==> config.mk <==
export PLATFORM = sky130hd
export DESIGN_NAME = chip_cmd_sequencer
export DESIGN_NICKNAME = d
export VERILOG_FILES = /design/src/rtl/banzai_chip_pkg.sv /design/src/rtl/chip_bitout_sync.sv /design/src/rtl/chip_cmd_sequencer.sv
export SDC_FILE = /design/constraint.sdc
export NUM_CORES = 1
export LEC_CHECK = 0
export ABC_AREA = 1
export BUFFER_PORTS_ARGS = -buffer_cell sky130_fd_sc_hd__clkbuf_2
export CORE_ASPECT_RATIO = 0.6
export CORE_MARGIN = 10
export CORE_UTILIZATION = 51
export CTS_CLUSTER_DIAMETER = 120
export DETAILED_ROUTE_END_ITERATION = 6
export HOLD_SLACK_MARGIN = 0.03
export PLACE_DENSITY = 0.88
export SLEW_MARGIN = 40
export SYNTH_ARGS = -nofsm -noshare
export SYNTH_HDL_FRONTEND = slang
export SYNTH_SLANG_ARGS = --single-unit
==> constraint.sdc <==
create_clock -name clk -period 2.4 [get_ports clk]
set_clock_uncertainty 0.1 [all_clocks]
set_input_delay 0.48 -clock clk [delete_from_list [all_inputs] [get_ports clk]]
set_output_delay 0.48 -clock clk [all_outputs]
set_load 0.01 [all_outputs]
==> src/rtl/banzai_chip_pkg.sv <==
// +----------------------------------------------------------------------------+
// | Package : banzai_chip_pkg                                                  |
// | Purpose : Shared opcode and FSM state types for the memristor Bayesian     |
// |           chip command sequencer.                                          |
// | Rev     : 1.0  initial release                                             |
// +----------------------------------------------------------------------------+
`default_nettype none

package banzai_chip_pkg;

   localparam int OP_W = 3;

   typedef enum logic [OP_W-1:0] {
      OP_NOP       = 3'd0,
      OP_WRITE     = 3'd1,
      OP_LOAD_SEED = 3'd2,
      OP_INFER     = 3'd3,
      OP_READ1     = 3'd4,
      OP_READ8     = 3'd5,
      OP_LOAD_MEM  = 3'd6,
      OP_ILLEGAL   = 3'd7
   } op_e;

   typedef enum logic [2:0] {
      ST_IDLE    = 3'd0,
      ST_SETUP   = 3'd1,
      ST_PULSE   = 3'd2,
      ST_HOLD    = 3'd3,
      ST_RUN     = 3'd4,
      ST_READ    = 3'd5,
      ST_CAPTURE = 3'd6,
      ST_RESP    = 3'd7
   } state_e;

   // Opcodes that follow the SETUP -> PULSE -> HOLD write-style sequence.
   function automatic logic op_has_pulse(input op_e op);
      return (op == OP_WRITE) || (op == OP_LOAD_SEED) || (op == OP_LOAD_MEM);
   endfunction

endpackage

`default_nettype wire

==> src/rtl/chip_bitout_sync.sv <==
// +----------------------------------------------------------------------------+
// | Module  : chip_bitout_sync                                                 |
// | Purpose : Two-flop synchroniser for the chip bit_out bus.                  |
// | Ports   : clk, rst_n (async active-low), d (async input), q (synchronised) |
// | Rev     : 1.0  initial release                                             |
// +----------------------------------------------------------------------------+
`default_nettype none

module chip_bitout_sync #(
   parameter int W = 4
) (
   input  logic         clk,
   input  logic         rst_n,
   input  logic [W-1:0] d,
   output logic [W-1:0] q
);

   logic [W-1:0] r_meta;

   always_ff @(posedge clk or negedge rst_n) begin
      if (!rst_n) begin
         r_meta <= '0;
         q      <= '0;
      end else begin
         r_meta <= d;
         q      <= r_meta;
      end
   end

endmodule

`default_nettype wire

==> src/rtl/chip_cmd_sequencer.sv <==
// +----------------------------------------------------------------------------+
// | Module  : chip_cmd_sequencer                                               |
// | Purpose : Expands single host commands into timed pad sequences for the    |
// |           memristor Bayesian chip and returns readout results.             |
// | Ports   : clk, rst_n            clock, async active-low reset              |
// |           cmd_*                 valid/ready command channel                |
// |           rsp_*                 valid/ready response channel (bit_out)     |
// |           err                   one-cycle pulse on illegal opcode          |
// |           chip pads             registered strobes, levels, addresses,     |
// |                                 seeds; bit_out is asynchronous input       |
// | Rev     : 1.0  initial release                                             |
// +----------------------------------------------------------------------------+
`default_nettype none

module chip_cmd_sequencer
   import banzai_chip_pkg::*;
#(
   parameter int ADDR_W    = 8,
   parameter int SEED_W    = 8,
   parameter int OUT_W     = 4,
   parameter int SETUP_CYC = 2,
   parameter int PULSE_CYC = 4,
   parameter int HOLD_CYC  = 1,
   parameter int INFER_CYC = 16,
   parameter int READ_LAT  = 3
) (
   input  logic              clk,
   input  logic              rst_n,
   input  logic              cmd_valid,
   output logic              cmd_ready,
   input  logic [OP_W-1:0]   cmd_op,
   input  logic [ADDR_W-1:0] cmd_row,
   input  logic [ADDR_W-1:0] cmd_col,
   input  logic [SEED_W-1:0] cmd_data,
   output logic              rsp_valid,
   input  logic              rsp_ready,
   output logic [OUT_W-1:0]  rsp_data,
   output logic              err,
   output logic              chip_clk,
   output logic              CBL,
   output logic              CSL,
   output logic              CBLEN,
   output logic              CWL,
   output logic              inference,
   output logic              load_seed,
   output logic              read_1,
   output logic              read_8,
   output logic              load_mem,
   output logic              read_out,
   output logic              stoch_log,
   output logic [ADDR_W-1:0] addr_full_row,
   output logic [ADDR_W-1:0] addr_full_col,
   output logic [SEED_W-1:0] seeds,
   input  logic [OUT_W-1:0]  bit_out
);

   localparam int C_MAX1 = (SETUP_CYC > PULSE_CYC) ? SETUP_CYC : PULSE_CYC;
   localparam int C_MAX2 = (C_MAX1 > HOLD_CYC) ? C_MAX1 : HOLD_CYC;
   localparam int C_MAX3 = (C_MAX2 > INFER_CYC) ? C_MAX2 : INFER_CYC;
   localparam int C_MAX  = (C_MAX3 > READ_LAT) ? C_MAX3 : READ_LAT;
   localparam int CNT_W  = $clog2(C_MAX + 1);

   // The read strobe spans READ (READ_LAT-1 cycles) plus the single CAPTURE
   // cycle, so capture lands exactly READ_LAT edges after the strobe rises.
   localparam logic [CNT_W-1:0] C_SETUP_LD = CNT_W'(SETUP_CYC - 1);
   localparam logic [CNT_W-1:0] C_PULSE_LD = CNT_W'(PULSE_CYC - 1);
   localparam logic [CNT_W-1:0] C_HOLD_LD  = CNT_W'(HOLD_CYC - 1);
   localparam logic [CNT_W-1:0] C_INFER_LD = CNT_W'(INFER_CYC - 1);
   localparam logic [CNT_W-1:0] C_READ_LD  = CNT_W'(READ_LAT - 2);

   state_e            r_state, w_state_n;
   logic [CNT_W-1:0]  r_cnt, w_cnt_n;
   op_e               r_op, w_op_n, w_cmd_op;
   logic              r_pol, w_pol_n;
   logic              w_accept, w_start, w_busy_n, w_strobe_n, w_write_lv;
   logic [OUT_W-1:0]  w_bit_sync;

   chip_bitout_sync #(.W(OUT_W)) u_sync (
      .clk   (clk),
      .rst_n (rst_n),
      .d     (bit_out),
      .q     (w_bit_sync)
   );

   // Next-state and phase counter
   always_comb begin
      w_cmd_op  = op_e'(cmd_op);
      w_accept  = cmd_valid && cmd_ready;
      w_start   = w_accept && (w_cmd_op != OP_NOP) && (w_cmd_op != OP_ILLEGAL);
      w_op_n    = w_accept ? w_cmd_op : r_op;
      w_pol_n   = w_accept ? cmd_data[0] : r_pol;
      w_state_n = r_state;
      w_cnt_n   = (r_cnt != '0) ? (r_cnt - CNT_W'(1)) : r_cnt;
      case (r_state)
         ST_IDLE: begin
            if (w_start) begin
               w_state_n = ST_SETUP;
               w_cnt_n   = C_SETUP_LD;
            end
         end
         ST_SETUP: begin
            if (r_cnt == '0) begin
               if (op_has_pulse(r_op)) begin
                  w_state_n = ST_PULSE;
                  w_cnt_n   = C_PULSE_LD;
               end else if (r_op == OP_INFER) begin
                  w_state_n = ST_RUN;
                  w_cnt_n   = C_INFER_LD;
               end else begin
                  w_state_n = ST_READ;
                  w_cnt_n   = C_READ_LD;
               end
            end
         end
         ST_PULSE: begin
            if (r_cnt == '0) begin
               w_state_n = ST_HOLD;
               w_cnt_n   = C_HOLD_LD;
            end
         end
         ST_HOLD: begin
            if (r_cnt == '0) w_state_n = ST_IDLE;
         end
         ST_RUN: begin
            if (r_cnt == '0) begin
               w_state_n = ST_READ;
               w_cnt_n   = C_READ_LD;
            end
         end
         ST_READ: begin
            if (r_cnt == '0) w_state_n = ST_CAPTURE;
         end
         ST_CAPTURE: w_state_n = ST_RESP;
         ST_RESP: begin
            if (rsp_ready) w_state_n = ST_IDLE;
         end
         default: w_state_n = ST_IDLE;
      endcase
   end

   // Pad values are computed for the state about to be entered so the
   // registered pads line up with the registered state.
   always_comb begin
      w_busy_n   = (w_state_n != ST_IDLE);
      w_strobe_n = (w_state_n == ST_READ) || (w_state_n == ST_CAPTURE);
      w_write_lv = w_busy_n && (w_op_n == OP_WRITE);
   end

   always_ff @(posedge clk or negedge rst_n) begin
      if (!rst_n) begin
         r_state       <= ST_IDLE;
         r_cnt         <= '0;
         r_op          <= OP_NOP;
         r_pol         <= 1'b0;
         cmd_ready     <= 1'b0;
         rsp_valid     <= 1'b0;
         rsp_data      <= '0;
         err           <= 1'b0;
         chip_clk      <= 1'b0;
         CBL           <= 1'b0;
         CSL           <= 1'b0;
         CBLEN         <= 1'b0;
         CWL           <= 1'b0;
         inference     <= 1'b0;
         load_seed     <= 1'b0;
         read_1        <= 1'b0;
         read_8        <= 1'b0;
         load_mem      <= 1'b0;
         read_out      <= 1'b0;
         stoch_log     <= 1'b0;
         addr_full_row <= '0;
         addr_full_col <= '0;
         seeds         <= '0;
      end else begin
         r_state   <= w_state_n;
         r_cnt     <= w_cnt_n;
         r_op      <= w_op_n;
         r_pol     <= w_pol_n;
         // Dropping ready for the cycle after any accept gives one command per
         // IDLE visit, including NOP and illegal opcodes that stay in IDLE.
         cmd_ready <= (w_state_n == ST_IDLE) && !w_accept;
         rsp_valid <= (w_state_n == ST_RESP);
         err       <= w_accept && (w_cmd_op == OP_ILLEGAL);
         if (r_state == ST_CAPTURE) rsp_data <= w_bit_sync;

         // chip_clk starts high on the first cycle of PULSE/RUN, then toggles.
         if ((w_state_n == ST_PULSE) || (w_state_n == ST_RUN))
            chip_clk <= (r_state != w_state_n) ? 1'b1 : ~chip_clk;
         else
            chip_clk <= 1'b0;

         CBLEN     <= w_write_lv;
         CBL       <= w_write_lv && w_pol_n;
         CSL       <= w_write_lv && !w_pol_n;
         stoch_log <= w_busy_n && (w_op_n == OP_INFER) && w_pol_n;
         CWL       <= (w_state_n == ST_PULSE) && (w_op_n == OP_WRITE);
         load_seed <= (w_state_n == ST_PULSE) && (w_op_n == OP_LOAD_SEED);
         load_mem  <= (w_state_n == ST_PULSE) && (w_op_n == OP_LOAD_MEM);
         inference <= (w_state_n == ST_RUN);
         read_1    <= w_strobe_n && (w_op_n == OP_READ1);
         read_8    <= w_strobe_n && (w_op_n == OP_READ8);
         read_out  <= w_strobe_n && (w_op_n == OP_INFER);

         if (w_start) begin
            addr_full_row <= cmd_row;
            addr_full_col <= cmd_col;
            if (w_cmd_op == OP_LOAD_SEED) seeds <= cmd_data;
         end
      end
   end

endmodule

`default_nettype wire

# Yosys cells after proc, flatten, opt, wreduce, memory -nomap -nowiden
# Cells that the tools add are included.
op_classes:
  n_addsub: 1
  n_eq_ne: 26
  muxes: 22
  n_bitwise: 1
  reduce_logical: 29
op_table:
  columns: ["cell", "count"]
  rows:
  - ["$eq 3x3->1 const B", 13]
  - ["$mux 3", 9]
  - ["$mux 5", 5]
  - ["$eq 3x2->1 const B", 8]
  - ["$pmux 3 s8", 1]
  - ["$pmux 5 s4", 1]
  - ["$logic_and 1x1->1", 16]
  - ["$eq 3x1->1 const B", 3]
  - ["$mux 4", 2]
  - ["$logic_not 3->1", 2]
  - ["$reduce_bool 3->1", 2]
  - ["$logic_not 5->1", 1]
  - ["$reduce_bool 5->1", 1]
  - ["$sub 5x1->5 const B", 1]
  - ["$logic_or 1x1->1", 4]
  - ["$mux 1", 4]
  - ["$ne 3x3->1", 1]
  - ["$ne 3x3->1 const B", 1]
  - ["$logic_not 1->1", 2]
  - ["$reduce_and 2->1", 1]
  - ["$not 1->1", 1]
word_totals:
  reg_bits: 63
  in_bits: 35
  out_inout_bits: 43
  wordCells: 104

# Logic depth before layout (Yosys ltp)
logic_depth:
  ltp_word: 9
  ltp_mapped: 14

# Modules after synthesis
# From an unflattened synthesis, not the netlist that was laid out.
hier_totals:
  cells_unflattened: 254
  area_unflattened_um2: 2668.8
by_module_without_submodules:
  columns: ["mod", "n_inst", "cells_each", "area_each_um2", "seq_area_each_um2"]
  rows:
  - ["chip_cmd_sequencer", 1, 246, 2468.6, 1376.3]
  - ["chip_bitout_sync", 1, 8, 200.2, 200.2]

# Worst setup path after synthesis
# No wires, ideal clock.
synth_path:
  path_type: "register to register"
  start: "register r_cnt[0]"
  end: "register CBL"
  setup_time_ps: 126
  arrival_ps: 1479
  required_time_ps: 2174
  setup_slack_ps: 695
  stages_incl_launch_ff: 12
  path_buffers: 0
  period_less_slack_ps: 1705
  path_cell_list: "dfrtp_1 > inv_1 > ha_1 > nand3_2 > nand2_1 > nand2_1 > nor2_1 > nand2_1 > inv_1 > nand3_2 > nand2_2 > nor2_2"
synth_via:
  elab_chain_cells: 6
  word_cells_on_any_way: 10
synth_rtl:
  columns: ["item", "line", "rtl"]
  rows:
  - ["start: declaration", "chip_cmd_sequencer.sv:72", "logic [CNT_W-1:0] r_cnt, w_cnt_n;"]
  - ["start signal: assignment", "chip_cmd_sequencer.sv:176", "r_cnt <= w_cnt_n;"]
  - ["$logic_not 5->1 (*)", null, null]
  - ["$mux 3, on equally long branches", null, null]
  - ["$pmux 3 s8 (*)", "chip_cmd_sequencer.sv:94", "case (r_state)"]
  - ["net w_state_n[1]", "chip_cmd_sequencer.sv:71", "state_e r_state, w_state_n;"]
  - ["$reduce_bool 3->1 (*)", "chip_cmd_sequencer.sv:144", "w_busy_n = (w_state_n != ST_IDLE);"]
  - ["$logic_and 1x1->1 (*)", "chip_cmd_sequencer.sv:146", "w_write_lv = w_busy_n && (w_op_n == OP_WRITE);"]
  - ["$logic_and 1x1->1 (*)", "chip_cmd_sequencer.sv:193", "CBL <= w_write_lv && w_pol_n;"]
  - ["end signal: assignment", "chip_cmd_sequencer.sv:193", null]
  - ["end: declaration", "chip_cmd_sequencer.sv:40", "output logic CBL,"]
# Mark *: on every way through the listed nets, which the timed path passes. The rest lies on a longest branch.
# A chain may end at the register's enable or synchronous reset.

# Worst setup path in the final report
layout_path:
  start: "register r_cnt[0]"
  end: "register load_seed"
layout_via:
  elab_chain_cells: 5
  word_cells_on_any_way: 9
layout_rtl:
  columns: ["item", "line", "rtl"]
  rows:
  - ["$logic_not 5->1 (*)", null, null]
  - ["$mux 3, on equally long branches", null, null]
  - ["$pmux 3 s8 (*)", "chip_cmd_sequencer.sv:94", null]
  - ["$eq 3x2->1 (*)", "chip_cmd_sequencer.sv:197", "load_seed <= (w_state_n == ST_PULSE) && (w_op_n == OP_LOAD_SEED);"]
  - ["$logic_and 1x1->1 (*)", "chip_cmd_sequencer.sv:197", null]
  - ["end signal: assignment", "chip_cmd_sequencer.sv:197", null]
  - ["end: declaration", "chip_cmd_sequencer.sv:45", "output logic load_seed,"]
# Every way passes the cells marked *; elsewhere a longest branch is shown, timed or not.

==> impl_metrics.tcl <==
set metrics [dict create \
    r2r-start "r_cnt[0]" \
    end_kind "flip-flop" \
    synthCells 281 \
    pre_cts_slack_ps 463 \
    powerDensity_nw_per_um2 1390 \
    syn_area_um2 2600 \
    slew_viol_final 0 \
    ys_ff_latch 63 \
    r2r_setup_slack_ps 370 \
    syn_to_final_growth_pct 27.7 \
    vias 2139 \
    grt_util_met3_pct 8.57 \
    dr.pass1.iters 4 \
    synth_top_area_share_pct 60.5 \
    tightest_slew_ps 552 \
    hold_buffers 0 \
    drive_above_1_share_pct 34.6 \
    use_met1_pct 17.6 \
    n_antenna_cell 0 \
    io_buffers 77 \
    arrival_ps 2170 \
    gr-total-overflow 0 \
    antenna_found_initial 0 \
    peakVddDrop_mv 0.644 \
    rsz0062_at_grt "false" \
    critical_path_class "reg -> reg" \
    met2_usage_pct 24.0 \
    cts_buffers 9 \
    path_clk_slew_ps 70 \
    grt_pass1_wl_um 10400 \
    setup_viol 0 \
    p_sw_share_pct 40.3 \
    placedCellCount 426 \
    ant_nets 0 \
    worstPathRequired_ps 2540 \
    hpwl_um 4620 \
    viasPerCell 4.84 \
    tns_ps 0 \
    grt_busiest_layer "met2" \
    power_frac_seq_pct 36.5 \
    drv_cap 0 \
    status "finished clean" \
    max_slew_margin_pct 63.2 \
    chipHeight_um 75.3 \
    syn_area_per_cell_um2 9.27 \
    cp-start-kind "flip-flop" \
    dieArea_um2 8460 \
    fin_cells 442 \
    p_int_mw 2.76 \
    netSwitchingPower_mw 1.87 \
    routedWlPerCell_um 14.0 \
    syn_nets 317 \
    clkSinkCount 63 \
    reg2reg_to "load_seed" \
    yosys.cell_types.count 26 \
    period_share_pct 84.5 \
    cp_max_fo 6 \
    worstSkewPairLatency_ps 350 \
    htreeDepth 3 \
    die_w_um 112 \
    synth-seq-area-share_pct 60.5 \
    wirelength_um 6200 \
    yosysWarnings 0 \
    pwr-share-clk_pct 22.7 \
    synth_top_area_cell "dfrtp_1" \
    fmax_mhz 493 \
    utilization_pct 66.5 \
    max-clock-path-buffers 2 \
    clock-root-buffer "clkbuf_8" \
    drc 0 \
    rows 20 \
    drtIter0Drc 94 \
    core_area_um2 5000 \
    cellLeakagePower_nw 1.86 \
    post_cts_buffers 0 \
    grt_max_degree 64 \
    start_util_pct 52.0 \
    min_path_type "in -> async" \
    cts_tree "built" \
    gp_congestion 0.923 \
    nets 407 \
    ff2ff_path_depth 12 \
    grt_usage_pct 15.5 \
    setup_ws_ps 371 \
    grt_pass1_vias 2210 \
    period_minus_slack_ps 2030 \
    io-pin-count 78 \
    pwr-share-comb_pct 40.8 \
    hold_violations 0 \
    postCtsResizedCells 0 \
    synthTopCellsByArea "dfrtp_1 61%, nand2_1 14%, inv_1 3.9%, mux2_2 3.5%, nor2_1 3.3%" \
]
-- logic make-up after synthesis --
| kind of cell | count (synthesis) | synth area share [%] |
|---|---|---|
| AO/OA/AOI/OAI | 18 | 3.89 |
| XOR/XNOR | 1 | 0.336 |
| adder cells (fa/ha/maj) | 1 | 0.480 |
| buffers and inverters | 35 | 5.09 |
| flip-flops | 63 | 60.5 |
| multiplexers | 8 | 3.46 |
| AND/OR/NAND/NOR | 155 | 26.2 |
-- power by group through the flow --
stage	clock network (mW)	registers (mW)	logic, mW
final	1.05	1.69	1.89
after global routing	1.12	1.73	2.15
after CTS	1.07	1.69	1.90
after detailed placement	0	1.69	1.89
after global placement	0	1.68	1.82
after floorplan	0	1.79	1.11
-- cells in the final DEF, fill, tap and decap left out, types with 6 or more instances in the layout --
cell,n
nand2_1,96
nor2_2,7
inv_2,6
clkbuf_8,10
nand3_1,12
nor2_1,23
inv_1,27
a21oi_1,6
o21ai_0,7
mux2_2,8
clkbuf_2,77
dfrtp_1,63
-- sequential cells by signal, indices dropped and copies added (netlist names), 3 cells and up --
register and cells:
r_state 3, addr_full_row 8, r_op 3, seeds 8
r_cnt 5, addr_full_col 8, rsp_data 4, u_sync.q 4
u_sync.r_meta 4
-- area by class of cell --
type | instances | area (µm²)
clock buffers | 10 | 138
clock inverters | 6 | 91.3
fillers | 405 | 1680
multi-input cells | 183 | 895
repair buffers | 81 | 419
well taps | 66 | 82.6
flip-flops and latches | 63 | 1580
inverters | 33 | 124
-- synthesized netlist by cell type --
master / number
nand2_1: 96
dfrtp_1: 63
inv_1: 27
nor2_1: 23
nand3_1: 12
mux2_2: 8
nor2_2: 7
o21ai_0: 7
a21oi_1: 6
inv_2: 6
nand2_2: 4
nand3_2: 4
nor3_1: 4
o21ai_1: 2
a32oi_1: 1
buf_2: 1
clkbuf_1: 1
ha_1: 1
nand2_4: 1
nand4_1: 1
nand4_2: 1
nor3_2: 1
o2bb2ai_1: 1
o311ai_0: 1
or2_2: 1
xnor2_1: 1
-- routing by layer --
metal	vias to the layer above	part of all wire, %
li1	1063	-
met1	988	44
met2	77	44
met3	11	10
met4	0	1.5
met5	-	0
-- how the worst max path moves through the flow --
| stage | start | to | slack, ps | cells past startpoint |
|---|---|---|---|---|
| global placement | r_cnt[0] | CBL | 540 | 11 |
| global route | r_cnt[0] | CBLEN | 220 | 11 |
| CTS | r_cnt[0] | load_seed | 420 | 12 |
| finish | r_cnt[0] | load_seed | 370 | 12 |
| detailed placement | r_cnt[0] | CBLEN | 460 | 11 |
| floorplan | r_cnt[0] | CBL | 690 | 11 |
-- critical path: stages, from the launching register on --
cell and delay [ps]:
dfrtp_1 380, inv_1 100, ha_1 240, nand2_1 120, nor2_2 210, nand2_1 90, nand2_1 70, nand2_1 50
nand2_1 80, nand2_2 90, nand2_4 100, nand3_2 80, nor3_1 210
-- metrics by stage --
stage          power [mW]  hold slack (ps)  area, µm²
3_5_place_dp         3.58              235       3090
6_report             4.63             85.1       3330
2_1_floorplan        2.90             84.4       2600
3_3_place_gp         3.50              234       3090
4_1_cts              4.66              122       3320
5_1_grt              5.00              123       3330
No activity file was read; power rests on OpenSTA's default activity.
